`src/rtl/pianotiles_pkg.sv`:
```
// Shared Piano Tiles definitions: screen/colour widths, scheduler state encoding, pixel source select.
package pianotiles_pkg;

    localparam int SCREEN_X_W = 9;
    localparam int SCREEN_Y_W = 8;
    localparam int COLOR_W    = 3;
    localparam logic [COLOR_W-1:0] COL_WHITE = 3'b111;

    typedef enum logic [2:0] {
        ST_IDLE,
        ST_CLEAR,
        ST_CLR_REL,
        ST_TILE,
        ST_TILE_REL,
        ST_DONE
    } sched_state_t;

    typedef enum logic [1:0] {
        SRC_NONE,
        SRC_CLEAR,
        SRC_TILE
    } pix_src_t;

endpackage

```
`src/rtl/fds_pixel_mux.sv`:
```
// Registered 2:1 pixel selector feeding the single VGA adapter write port.
module fds_pixel_mux
    import pianotiles_pkg::*;
(
    input  logic                  clock,
    input  logic                  reset,
    input  pix_src_t              sel,
    input  logic [SCREEN_X_W-1:0] clr_x,
    input  logic [SCREEN_Y_W-1:0] clr_y,
    input  logic [COLOR_W-1:0]    clr_color,
    input  logic                  clr_en,
    input  logic [SCREEN_X_W-1:0] tl_x,
    input  logic [SCREEN_Y_W-1:0] tl_y,
    input  logic [COLOR_W-1:0]    tl_color,
    input  logic                  tl_en,
    output logic [SCREEN_X_W-1:0] vga_x,
    output logic [SCREEN_Y_W-1:0] vga_y,
    output logic [COLOR_W-1:0]    vga_color,
    output logic                  vga_plot
);

    // With no engine selected the coordinates hold and only the write strobe drops.
    always_ff @(posedge clock) begin
        if (reset) begin
            vga_x     <= '0;
            vga_y     <= '0;
            vga_color <= '0;
            vga_plot  <= 1'b0;
        end else begin
            case (sel)
                SRC_CLEAR: begin
                    vga_x     <= clr_x;
                    vga_y     <= clr_y;
                    vga_color <= clr_color;
                    vga_plot  <= clr_en;
                end
                SRC_TILE: begin
                    vga_x     <= tl_x;
                    vga_y     <= tl_y;
                    vga_color <= tl_color;
                    vga_plot  <= tl_en;
                end
                default: vga_plot <= 1'b0;
            endcase
        end
    end

endmodule

```
`src/rtl/frame_draw_sched.sv`:
```
// Per-frame draw sequencer: screen clear, then one tile-engine pass per tile, owning the VGA write port.
// Define FDS_WATCHDOG_EN to add a per-pass cycle watchdog and the sticky wd_err output.
module frame_draw_sched
    import pianotiles_pkg::*;
#(
    parameter int NUM_TILES = 4,
    parameter int IDX_W     = 4,
    parameter int WD_CYCLES = 65536
) (
    input  logic                  clock,
    input  logic                  reset,
    input  logic                  frame_tick,
    output logic                  clear_go,
    input  logic                  clear_done,
    input  logic [SCREEN_X_W-1:0] clr_x,
    input  logic [SCREEN_Y_W-1:0] clr_y,
    input  logic [COLOR_W-1:0]    clr_color,
    input  logic                  clr_en,
    output logic                  tile_go,
    output logic [IDX_W-1:0]      tile_idx,
    input  logic                  tile_done,
    input  logic [SCREEN_X_W-1:0] tl_x,
    input  logic [SCREEN_Y_W-1:0] tl_y,
    input  logic [COLOR_W-1:0]    tl_color,
    input  logic                  tl_en,
    output logic [SCREEN_X_W-1:0] vga_x,
    output logic [SCREEN_Y_W-1:0] vga_y,
    output logic [COLOR_W-1:0]    vga_color,
    output logic                  vga_plot,
`ifdef FDS_WATCHDOG_EN
    output logic                  wd_err,
`endif
    output logic                  busy,
    output logic                  frame_done,
    output logic                  overrun
);

    localparam logic [IDX_W-1:0] LAST_IDX = IDX_W'(NUM_TILES - 1);

    if (NUM_TILES < 1 || NUM_TILES > 16 || (1 << IDX_W) < NUM_TILES || WD_CYCLES < 1) begin : g_param_check
        $error("frame_draw_sched: invalid NUM_TILES/IDX_W/WD_CYCLES");
    end

    sched_state_t state;
    pix_src_t     src;
    logic         pending;
    logic         timeout;
    logic         aborted;

`ifdef FDS_WATCHDOG_EN
    localparam int WD_W = $clog2(WD_CYCLES + 1);
    logic [WD_W-1:0] wd_cnt;

    assign timeout = (wd_cnt == WD_W'(WD_CYCLES - 1));

    // The counter idles at zero outside CLEAR/TILE, so every pass starts from a fresh count.
    always_ff @(posedge clock) begin
        if (reset) begin
            wd_cnt  <= '0;
            aborted <= 1'b0;
            wd_err  <= 1'b0;
        end else begin
            if (state == ST_CLEAR || state == ST_TILE) begin
                wd_cnt <= wd_cnt + WD_W'(1);
            end else begin
                wd_cnt <= '0;
            end
            if (state == ST_IDLE) begin
                aborted <= 1'b0;
            end else if (timeout && ((state == ST_CLEAR && !clear_done) ||
                                     (state == ST_TILE && !tile_done))) begin
                aborted <= 1'b1;
                wd_err  <= 1'b1;
            end
        end
    end
`else
    assign timeout = 1'b0;
    assign aborted = 1'b0;
`endif

    always_comb begin
        src = SRC_NONE;
        case (state)
            ST_CLEAR: src = SRC_CLEAR;
            ST_TILE:  src = SRC_TILE;
            default:  src = SRC_NONE;
        endcase
    end

    // Outputs are set on the transition edge so they line up with the registered state.
    always_ff @(posedge clock) begin
        if (reset) begin
            state      <= ST_IDLE;
            clear_go   <= 1'b0;
            tile_go    <= 1'b0;
            tile_idx   <= '0;
            busy       <= 1'b0;
            frame_done <= 1'b0;
            pending    <= 1'b0;
            overrun    <= 1'b0;
        end else begin
            frame_done <= 1'b0;
            if (frame_tick && state != ST_IDLE) begin
                if (pending) overrun <= 1'b1;
                else         pending <= 1'b1;
            end
            case (state)
                ST_IDLE: begin
                    if (frame_tick || pending) begin
                        state    <= ST_CLEAR;
                        clear_go <= 1'b1;
                        busy     <= 1'b1;
                        pending  <= 1'b0;
                    end
                end
                ST_CLEAR: begin
                    if (clear_done || timeout) begin
                        state    <= ST_CLR_REL;
                        clear_go <= 1'b0;
                    end
                end
                ST_CLR_REL: begin
                    tile_idx <= '0;
                    if (aborted) begin
                        state      <= ST_DONE;
                        frame_done <= 1'b1;
                    end else begin
                        state   <= ST_TILE;
                        tile_go <= 1'b1;
                    end
                end
                ST_TILE: begin
                    if (tile_done || timeout) begin
                        state   <= ST_TILE_REL;
                        tile_go <= 1'b0;
                    end
                end
                ST_TILE_REL: begin
                    if (aborted || tile_idx == LAST_IDX) begin
                        state      <= ST_DONE;
                        frame_done <= 1'b1;
                    end else begin
                        state    <= ST_TILE;
                        tile_go  <= 1'b1;
                        tile_idx <= tile_idx + IDX_W'(1);
                    end
                end
                ST_DONE: begin
                    state <= ST_IDLE;
                    busy  <= 1'b0;
                end
                default: state <= ST_IDLE;
            endcase
        end
    end

    fds_pixel_mux u_pixel_mux (
        .clock     (clock),
        .reset     (reset),
        .sel       (src),
        .clr_x     (clr_x),
        .clr_y     (clr_y),
        .clr_color (clr_color),
        .clr_en    (clr_en),
        .tl_x      (tl_x),
        .tl_y      (tl_y),
        .tl_color  (tl_color),
        .tl_en     (tl_en),
        .vga_x     (vga_x),
        .vga_y     (vga_y),
        .vga_color (vga_color),
        .vga_plot  (vga_plot)
    );

endmodule

```
`config.mk`:
```
export PLATFORM = sky130hd
export DESIGN_NAME = frame_draw_sched
export DESIGN_NICKNAME = d
export VERILOG_FILES = /design/src/rtl/pianotiles_pkg.sv /design/src/rtl/fds_pixel_mux.sv /design/src/rtl/frame_draw_sched.sv
export SDC_FILE = /design/constraint.sdc
export NUM_CORES = 1
export LEC_CHECK = 0
export ABC_AREA = 1
export ABC_CLOCK_PERIOD_IN_PS = 2900
export CORE_UTILIZATION = 45
export DETAILED_ROUTE_END_ITERATION = 7
export GPL_TIMING_DRIVEN = 0
export PLACE_DENSITY = 0.91
export SLEW_MARGIN = 20
export SYNTH_ARGS = -nofsm -noshare
export SYNTH_HDL_FRONTEND = slang
export SYNTH_SLANG_ARGS = --single-unit
```
`constraint.sdc`:
```
create_clock -name clock -period 2.9 [get_ports clock]
set_input_delay 0.435 -clock clock [delete_from_list [all_inputs] [get_ports clock]]
set_output_delay 0.435 -clock clock [all_outputs]
set_load 0.02 [all_outputs]
```
Word level (Yosys, flattened, before mapping)
Index checks and enable logic that the tools add are counted.

cells by class
  add/subtract/negate cells = 1
  equality and inequality tests = 12
  mux-type cells = 23
  bitwise operators = 1
  reductions and logical operators = 16

operators with widths
  kind                                            number
  one-hot mux 9 bit (2 select lines)              1
  one-hot mux 8 bit (2 select lines)              1
  one-hot mux 3 bit (5 select lines)              1
  2-to-1 mux 3 bit                                4
  AND reduction 3 bit                             3
  2-to-1 mux 1 bit                                8
  != test 2 bit (second input constant)           4
  one-hot mux 4 bit (2 select lines)              1
  nonzero test 2 bit                              4
  == test 3 x 2 -> 1 bit (second input constant)  2
  == test 3 bit (second input constant)           2
  one-hot mux 1 bit (2 select lines)              3
  one-hot mux 3 bit (2 select lines)              1
  AND reduction 2 bit                             3
  nonzero test 3 bit                              2
  adder 4 x 1 -> 4 bit (second input constant)    1
  == test 4 x 2 -> 1 bit (second input constant)  1
  2-to-1 mux 4 bit                                1
  one-hot mux 2 bit (2 select lines)              1
  == test 3 x 1 -> 1 bit (second input constant)  1
  zero test 3 bit                                 1
  one-hot mux 1 bit (3 select lines)              1
  == test 2 x 1 -> 1 bit (second input constant)  1
  == test 2 bit (second input constant)           1
  other kinds (4)                                 4

storage, ports and cells
  register bits = 34
  input bits = 47
  output and inout port bits = 30
  word-level logic and storage cells = 65

Longest topological paths before layout
Gate-level depths: netlist of run 1.

  depth in word-level cells = 5
  depth in mapped cells = 8
  mapped depth without buffers = 8

Cells and area by module
Synthesis of run 1 repeated with hierarchy kept, for this count alone.

second synthesis, totals
  cell total of the unflattened synthesis = 271
  area, all modules = 1818.0 um^2

modules (own cells, without submodules)
  module            instances  cells an instance  area each (um^2)  sequential area each (um^2)
  fds_pixel_mux     1          181                1119.8            420.4
  frame_draw_sched  1          90                 698.2             260.2

Worst setup path after synthesis of run 1
No wires, ideal clock.

  path type = reg2reg
  start = register tile_idx[0]
  end = register tile_idx[1]
  setup time = 0.118 ns
  arrival = 1.116 ns
  required time = 2.782 ns
  path slack = 1.666 ns
  cell stages (with the launch flop) = 7
  buffers on the path = 0
  clock period less this slack = 1.234 ns
  cell sequence = dfxtp_1 ha_1 nand2_1 nand2_2 nand2_4 o21ai_0 nor2_1

on the way
  longest elaborated chain between the ends = 3
  elaborated cells between the ends (all ways) = 6
  those cells by class = 1 x add/sub; 2 x eq/ne; 2 x mux; 1 x reduce/logical

RTL lines
  what                                                                              RTL line                                          RTL
  from (decl)                                                                       frame_draw_sched.sv:20                            output logic [IDX_W-1:0] tile_idx,
  from (signal assigned)                                                            frame_draw_sched.sv:146                           tile_idx <= tile_idx + IDX_W'(1);
  adder 4 x 1 -> 4 bit / == test 4 x 2 -> 1 bit (equally long branches)             frame_draw_sched.sv:146, frame_draw_sched.sv:140
  2-to-1 mux 4 bit / != test 2 bit (equally long branches)                          --
  one-hot mux 4 bit (2 select lines) / AND reduction 2 bit (equally long branches)  --

Parallel ways exist; a longest one is shown, timed or not. The select of a mux whose other input is x is not followed.
A chain may end at the register's enable or synchronous reset.

Worst setup path after layout of run 1
  start = register tile_idx[0]
  end = output port tile_idx[0]

No word-level cell between the ends.

==> summary.md, run 1 <==
| Metric | Value |
|---|---|
| Max Buffers Root-to-Sink | `2` |
| Design Area, Final | `2604 um^2` |
| Power Dens Cells | `624.2 nW/um^2` |
| CTS buffer count | `5` |
| Worst path buffer plus inverter count | `1` |
| Sequential share of the synthesized area | `39.65%` |
| Vias in the first global route | `1733` |
| GRT Util Overall | `22.64%` |
| Die area | `4066 um^2` |
| Initial DRC Count | `68` |
| Final Hold Fails | `0` |
| Crit path launch type | `flop` |
| Distinct cells, synth | `23` |
| Number of enable flip-flop cells after synthesis | `0` |
| Area grow syn2layout | `51.68%` |
| Critical Path Sink Type | `primary output` |
| Syn Inst Count | `269` |
| Rows | `22` |
| Initial Utilization | `46.89%` |
| Number of placed cells counting well taps | `392` |
| Syn Nets | `317` |
| Die W | `63.77 um` |
| Status | `complete, no violations` |
| Final setup fails | `0` |
| Top cell type's share of synthesized area | `39.65%` |
| Min-delay worst type | `input port to flop` |
| Initial antenna violation count | `0` |
| Slew Limit Fails | `0` |
| Clock skew | `0.002214 ns` |
| Minimum clock period | `1.764 ns` |
| Max Cap Viol | `0` |
| Worst slew margin | `74.96%` |
| Critical path, cell by cell | `clkdlybuf4s50_1` |
| Unrepaired setup endpoints after global routing | `false` |
| Fillers | `320` |
| Total Wirelength | `4364 um` |
| Critical-path maximum fanout | `5` |
| #FFs+latches synth | `34` |
| Post-Syn Area | `1717 um^2` |
| ANT cells | `0` |
| Total grt overflow | `0` |
| Synth Area per Inst | `6.382 um^2` |
| CP top delay family | `buffers and inverters` |
| Port Buffers | `75` |
| Share of cells above drive strength 1 | `6.268%` |
| Chip Height | `63.77 um` |
| Post-CTS resize count | `0` |
| Fmax | `566.9 MHz` |
| Layout Nets | `399` |
| First-pass iteration count of the detailed router | `4` |
| Clock slew at reported path FFs | `0.06 ns` |
| Cell Area, Placed | `2527 um^2` |
| Setup TNS | `0 ns` |
| H-tree Lvls | `2` |
| Worst-margin pin slew | `0.3756 ns` |
| Crit-path max cell delay | `0.63 ns` |
| Fin cells | `399` |
| Leak Pwr | `1.286 nW` |
| CP required | `2.47 ns` |
| Critical path class | `flop to primary output` |
| Hold buffers post-CTS | `0` |
| Most used DFF post-synth | `dfxtp_1` |
| Final ANT Viol Nets | `0` |
| Post-CTS setup buffers | `0` |
| Synth top area cells | `dfxtp_1 (40%), nand2_1 (18%), inv_1 (11%)` |
| Slowest cell on crit path | `clkdlybuf4s50_1` |
| Count leader, synth | `nand2_1` |
| Vias post-DR | `1885` |
| # DRC | `0` |
| Synth Warn # | `0` |
| CP Data Arrival Time | `1.33 ns` |
| Routed vias/inst | `4.724` |
| # IOs | `77` |
| Most frequent cells after synthesis | `nand2_1 (84), inv_1 (51), dfxtp_1 (34)` |
| Largest net degree at the start of global routing | `11` |
| HPWL after DPL | `3344 um` |
| Maximum VDD drop | `0.4410 mV` |
| Asr flop ratio synth | `0%` |
| Clock tree from TritonCTS | `done` |
| Core ar. | `3661 um^2` |
| CTS sink cnt | `34` |
| Reg-to-reg slack, setup | `1.53 ns` |
| Period utilization | `60.83%` |
| Clk Latency, worst-skew pair | `0.28 ns` |
| First-pass GRT wire length | `7162 um` |
| RD Place Congestion | `0.7337` |
| CTS root buf | `clkbuf_8` |
| Dominant cell type by area after synthesis | `dfxtp_1` |
| DR WL/cell | `10.94 um` |
[area by class of cell]
| class | instances | area, um^2 | share of cell area [%] |
|---|---|---|---|
| Sequential cell | 34 | 680.7 | 26.14 |
| Tap cell | 48 | 60.06 | 2.307 |
| Buffer | 11 | 73.82 | 2.835 |
| Multi-Input combinational cell | 171 | 763.2 | 29.31 |
| Clock buffer | 7 | 76.32 | 2.931 |
| Inverter | 53 | 198.9 | 7.641 |
| Timing Repair Buffer | 75 | 750.7 | 28.83 |
[flip-flops by register name (all words and copies together) (netlist names)]
name	count
u_pixel_mux.vga_x	9
frame_done	1
u_pixel_mux.vga_plot	1
tile_go	1
tile_idx	4
u_pixel_mux.vga_y	8
u_pixel_mux.vga_color	3
overrun	1
state	3
pending	1
busy	1
clear_go	1
[power breakdown]
part,internal (mW),total [mW],switching (mW),leakage [nW]
registers,0.556,0.613,0.0573,0.280
clock network,0.165,0.320,0.155,0.0383
logic,0.313,0.692,0.379,0.967
total,1.03,1.63,0.592,1.29
[cell usage in the layout (no fill, tap or decap), types with 2 or more instances in the layout]
cell             synthesis  final
inv_2                    2      2
a21oi_1                 27     27
dfxtp_1                 34     34
buf_4                    3      3
nor2_4                   2      2
o21ai_1                 19     19
clkbuf_8                 0      5
buf_6                    2      2
nor2_1                  18     18
clkbuf_1                 1      3
nand2_1                 84     84
inv_1                   51     51
nand3_1                  6      6
o21ai_0                  6      6
nand2_2                  2      2
clkbuf_2                 2      2
buf_2                    3      3
clkdlybuf4s50_1          0     75
[metrics by stage]
stage | util [%] | worst slack [ns] | hold slack, ns | power, mW
floorplan | - | 1.666 | 0.4983 | 1.022
global placement | 69.04 | 1.309 | 0.4506 | 1.289
detailed placement | 69.04 | 1.247 | 0.4622 | 1.314
CTS | 71.12 | 1.122 | 0.4459 | 1.640
global route | 71.12 | 1.097 | 0.4755 | 1.735
finish | 71.12 | 1.136 | 0.4547 | 1.625
[worst reg2reg max path: stages, from the launching register on]
cell and delay [ns]:
dfxtp_1 0.37, inv_1 0.12, nand2_1 0.09, nor2_1 0.25, nand2_1 0.14, nand2_1 0.11
nor2_1 0.06, and3_1 0.13
[worst paths after layout]
kind / start / to / cells past startpoint
setup / recovery: tile_idx[0] / tile_idx[0] / 1
hold reg to reg: tile_go / tile_go / 2
hold / removal: reset / state[0] / 2
setup reg to reg: state[1] / state[2] / 7
[cell families (layout without fill, tap and decap cells)]
family | Yosys count | after routing | synth area share [%]
simple gates | 116 | 116 | 27.77
buf+inv | 64 | 146 | 15.89
compound gates | 54 | 54 | 15.96
flops | 34 | 34 | 39.65
fa+ha+maj | 1 | 1 | 0.7287
[metal layers]
metal  vias up  part of all wire, %  global-route usage [%]
met3         6                  7.5                   6.964
li1        976                    -                       -
met1       828                   43                   24.42
met4         0                  1.6                   9.375
met2        75                   48                   40.56
met5         -                    0                       0
Note: power is estimated with default switching activity, not from simulation.
==> run 2, diff against run 1 <==
ABC_CLOCK_PERIOD_IN_PS = 1700   (was 2900)
CORE_UTILIZATION = 41   (was 45)
PLACE_DENSITY = 0.84   (was 0.91)
clock period = 1.7 ns   (was 2.9 ns; I/O delays follow)
==> summary.md, run 2 (synthesis results as in run 1) <==
| Metric | Value |
|---|---|
| Reg2reg end | `u_pixel_mux.vga_x[7] (was state[2])` |
| Die area | `4450 um^2 (was 4066 um^2)` |
| Clock tree from TritonCTS | `done (unchanged)` |
| Cell Area, Placed | `2530 um^2 (was 2527 um^2)` |
| Chip Height | `66.71 um (was 63.77 um)` |
| Final Hold Fails | `0 (unchanged)` |
| Power Dens Cells | `1054 nW/um^2 (was 624.2 nW/um^2)` |
| Crit path launch type | `flop (unchanged)` |
| ANT cells | `0 (unchanged)` |
| Gate power share | `42.2% (was 42.6%)` |
| RD Place Congestion | `0.8167 (was 0.7337)` |
| Max Cap Viol | `0 (unchanged)` |
| Vias post-DR | `1865 (was 1885)` |
| GRT Util Overall | `19.31% (was 22.64%)` |
| Worst reg2reg path depth | `6 (was 7)` |
| Final ANT Viol Nets | `0 (unchanged)` |
| Critical path, cell by cell | `clkdlybuf4s50_1 (unchanged)` |
| Uppermost layer routed | `met4 (unchanged)` |
| # DRC | `0 (unchanged)` |
| Worst path buffer plus inverter count | `1 (unchanged)` |
| Rows | `23 (was 22)` |
| Area grow syn2layout | `51.82% (was 51.68%)` |
| Minimum clock period | `1.557 ns` |
| PnR Total Power | `2.746 mW (was 1.625 mW)` |
| CTS root buf | `clkbuf_8 (unchanged)` |
| Initial antenna violation count | `0 (unchanged)` |
| Commonest non-fill, non-tap cell in the layout | `nand2_1 (unchanged)` |
| Layout Nets | `399 (unchanged)` |
| Max FFs per register | `9 (unchanged)` |
| Status | `complete, no violations (unchanged)` |
| Die W | `66.71 um (was 63.77 um)` |
| Max Buffers Root-to-Sink | `2 (unchanged)` |
| Clk Latency, worst-skew pair | `0.28 ns (about the same)` |
| Hold buffers post-CTS | `0 (unchanged)` |
| Core ar. | `4000 um^2 (was 3661 um^2)` |
| Most flop-heavy register | `u_pixel_mux.vga_x (unchanged)` |
| Met3 WL post-DR | `351 um (was 328 um)` |
| CP required | `1.44 ns (was 2.47 ns)` |
| Largest net degree at the start of global routing | `11 (unchanged)` |
| Worst-margin pin slew | `0.4171 ns (was 0.3756 ns)` |
| Total Wirelength | `4031 um (was 4364 um)` |
| Hold EP | `clear_go (was state[0])` |
| Metal2 WL | `1839 um (was 2090 um)` |
| Sequential power share | `37.9% (was 37.7%)` |
| Hold Path Depth | `2 (unchanged)` |
| # IOs | `77 (unchanged)` |
| Clk network pwr share | `19.9% (was 19.7%)` |
| CTS buffer count | `5 (unchanged)` |
| CTS sink cnt | `34 (unchanged)` |
| Critical Path Sink Type | `primary output (unchanged)` |
| CP top delay family | `buffers and inverters (unchanged)` |
| Vias in the first global route | `1591 (was 1733)` |
| First-pass iteration count of the detailed router | `5 (was 4)` |
| Unrepaired setup endpoints after global routing | `false (unchanged)` |
| HPWL after DPL | `3118 um (was 3344 um)` |
| Clock slew at reported path FFs | `0.07 ns (was 0.06 ns)` |
| Clock skew | `0.005474 ns (was 0.002214 ns)` |
| CP Data Arrival Time | `1.30 ns (was 1.33 ns)` |
| First-pass GRT wire length | `6527 um (was 7162 um)` |
| Critical-path maximum fanout | `5 (unchanged)` |
| Reg2reg start | `state[2] (was state[1])` |
| Port Buffers | `75 (unchanged)` |
| Slowest cell on crit path | `clkdlybuf4s50_1 (unchanged)` |
| Critical path class | `flop to primary output (unchanged)` |
| Crit path depth | `1 (unchanged)` |
| H-tree Lvls | `2 (unchanged)` |
| Initial Utilization | `42.92% (was 46.89%)` |
| Leak Pwr | `1.286 nW (unchanged)` |
| Final setup fails | `0 (unchanged)` |
| Total grt overflow | `0 (unchanged)` |
| Design Area, Final | `2606 um^2 (was 2604 um^2)` |
| Slew Limit Fails | `0 (unchanged)` |
| Pint | `1.763 mW (was 1.033 mW)` |
| Post-Route M1 WL | `1802 um (was 1875 um)` |
| Maximum VDD drop | `0.8016 mV (was 0.4410 mV)` |
| Worst slew margin | `72.19% (was 74.96%)` |
| Fillers | `373 (was 320)` |
| Min-delay worst type | `input port to flop (unchanged)` |
| Most frequent cells in the layout | `nand2_1 (84), clkdlybuf4s50_1 (75), inv_1 (51), dfxtp_1 (34), a21oi_1 (27) (unchanged)` |
| Largest registers | `u_pixel_mux.vga_x x9, u_pixel_mux.vga_y x8, tile_idx x4 (unchanged)` |
| Hold Startpoint | `reset (unchanged)` |
| Reg-to-reg slack, setup | `0.41 ns (was 1.53 ns)` |
| Sw Share | `35.80% (was 36.42%)` |
| DP Worst Slack | `0.2328 ns (was 1.247 ns)` |
| Setup TNS | `0 ns (unchanged)` |
| Post-CTS setup buffers | `0 (unchanged)` |
| Fmax | `642.2 MHz` |
| P_sw | `0.9830 mW (was 0.5919 mW)` |
| DR WL/cell | `10.05 um (was 10.94 um)` |
| Share of cells above drive strength 1 | `6.268% (unchanged)` |
| Period utilization | `91.60%` |
| Worst setup margin | `0.1428 ns (was 1.136 ns)` |
| Crit-path max cell delay | `0.63 ns (about the same)` |
| Initial DRC Count | `64 (was 68)` |
| Routed vias/inst | `4.651 (was 4.724)` |
| Post-CTS resize count | `0 (unchanged)` |
run 2: cell counts in the layout (fill, tap and decap cells not counted):
Identical to the previous run, type by type.
run 2: area by class of cell:
class	count	area, um^2	area share [%]
multi-input cells	171	763.2	29.28
inverters	53	198.9	7.633
well taps	50	62.56	2.400
plain buffers	11	73.82	2.832
clock buffers	7	76.32	2.928
flip-flops and latches	34	680.7	26.12
repair buffers	75	750.7	28.80
run 2: routing by layer:
metal | track usage (%) | up-vias
met4 | 7.713 | 0
met1 | 23.49 | 815
li1 | - | 985
met2 | 32.07 | 61
met3 | 4.966 | 4
met5 | 0 | -
run 2: worst max-delay path by stage:
stage,slack (ns),start,end
CTS,0.14,tile_idx[3],tile_idx[3]
detailed placement,0.23,frame_tick,state[2]
finish,0.14,tile_idx[3],tile_idx[3]
floorplan,0.47,tile_idx[0],tile_idx[1]
global placement,0.29,frame_tick,state[2]
global route,0.1,tile_idx[3],tile_idx[3]
run 2: power by group through the flow:
stage	clock network, mW	logic [mW]	registers [mW]
after global routing	0.599	1.29	1.07
after CTS	0.563	1.17	1.04
after global placement	0	1.15	1.06
final	0.546	1.16	1.04
after floorplan	0	0.532	1.21
after detailed placement	0	1.17	1.06
run 2: through the flow:
step	cells	hold WS [ns]	utilization, %
final	401	0.2792	65.15
after global routing	401	0.2865	65.15
after CTS	401	0.2789	65.15
after detailed placement	394	0.4587	63.25
after global placement	394	0.4546	63.25
after floorplan	269	0.3977	-
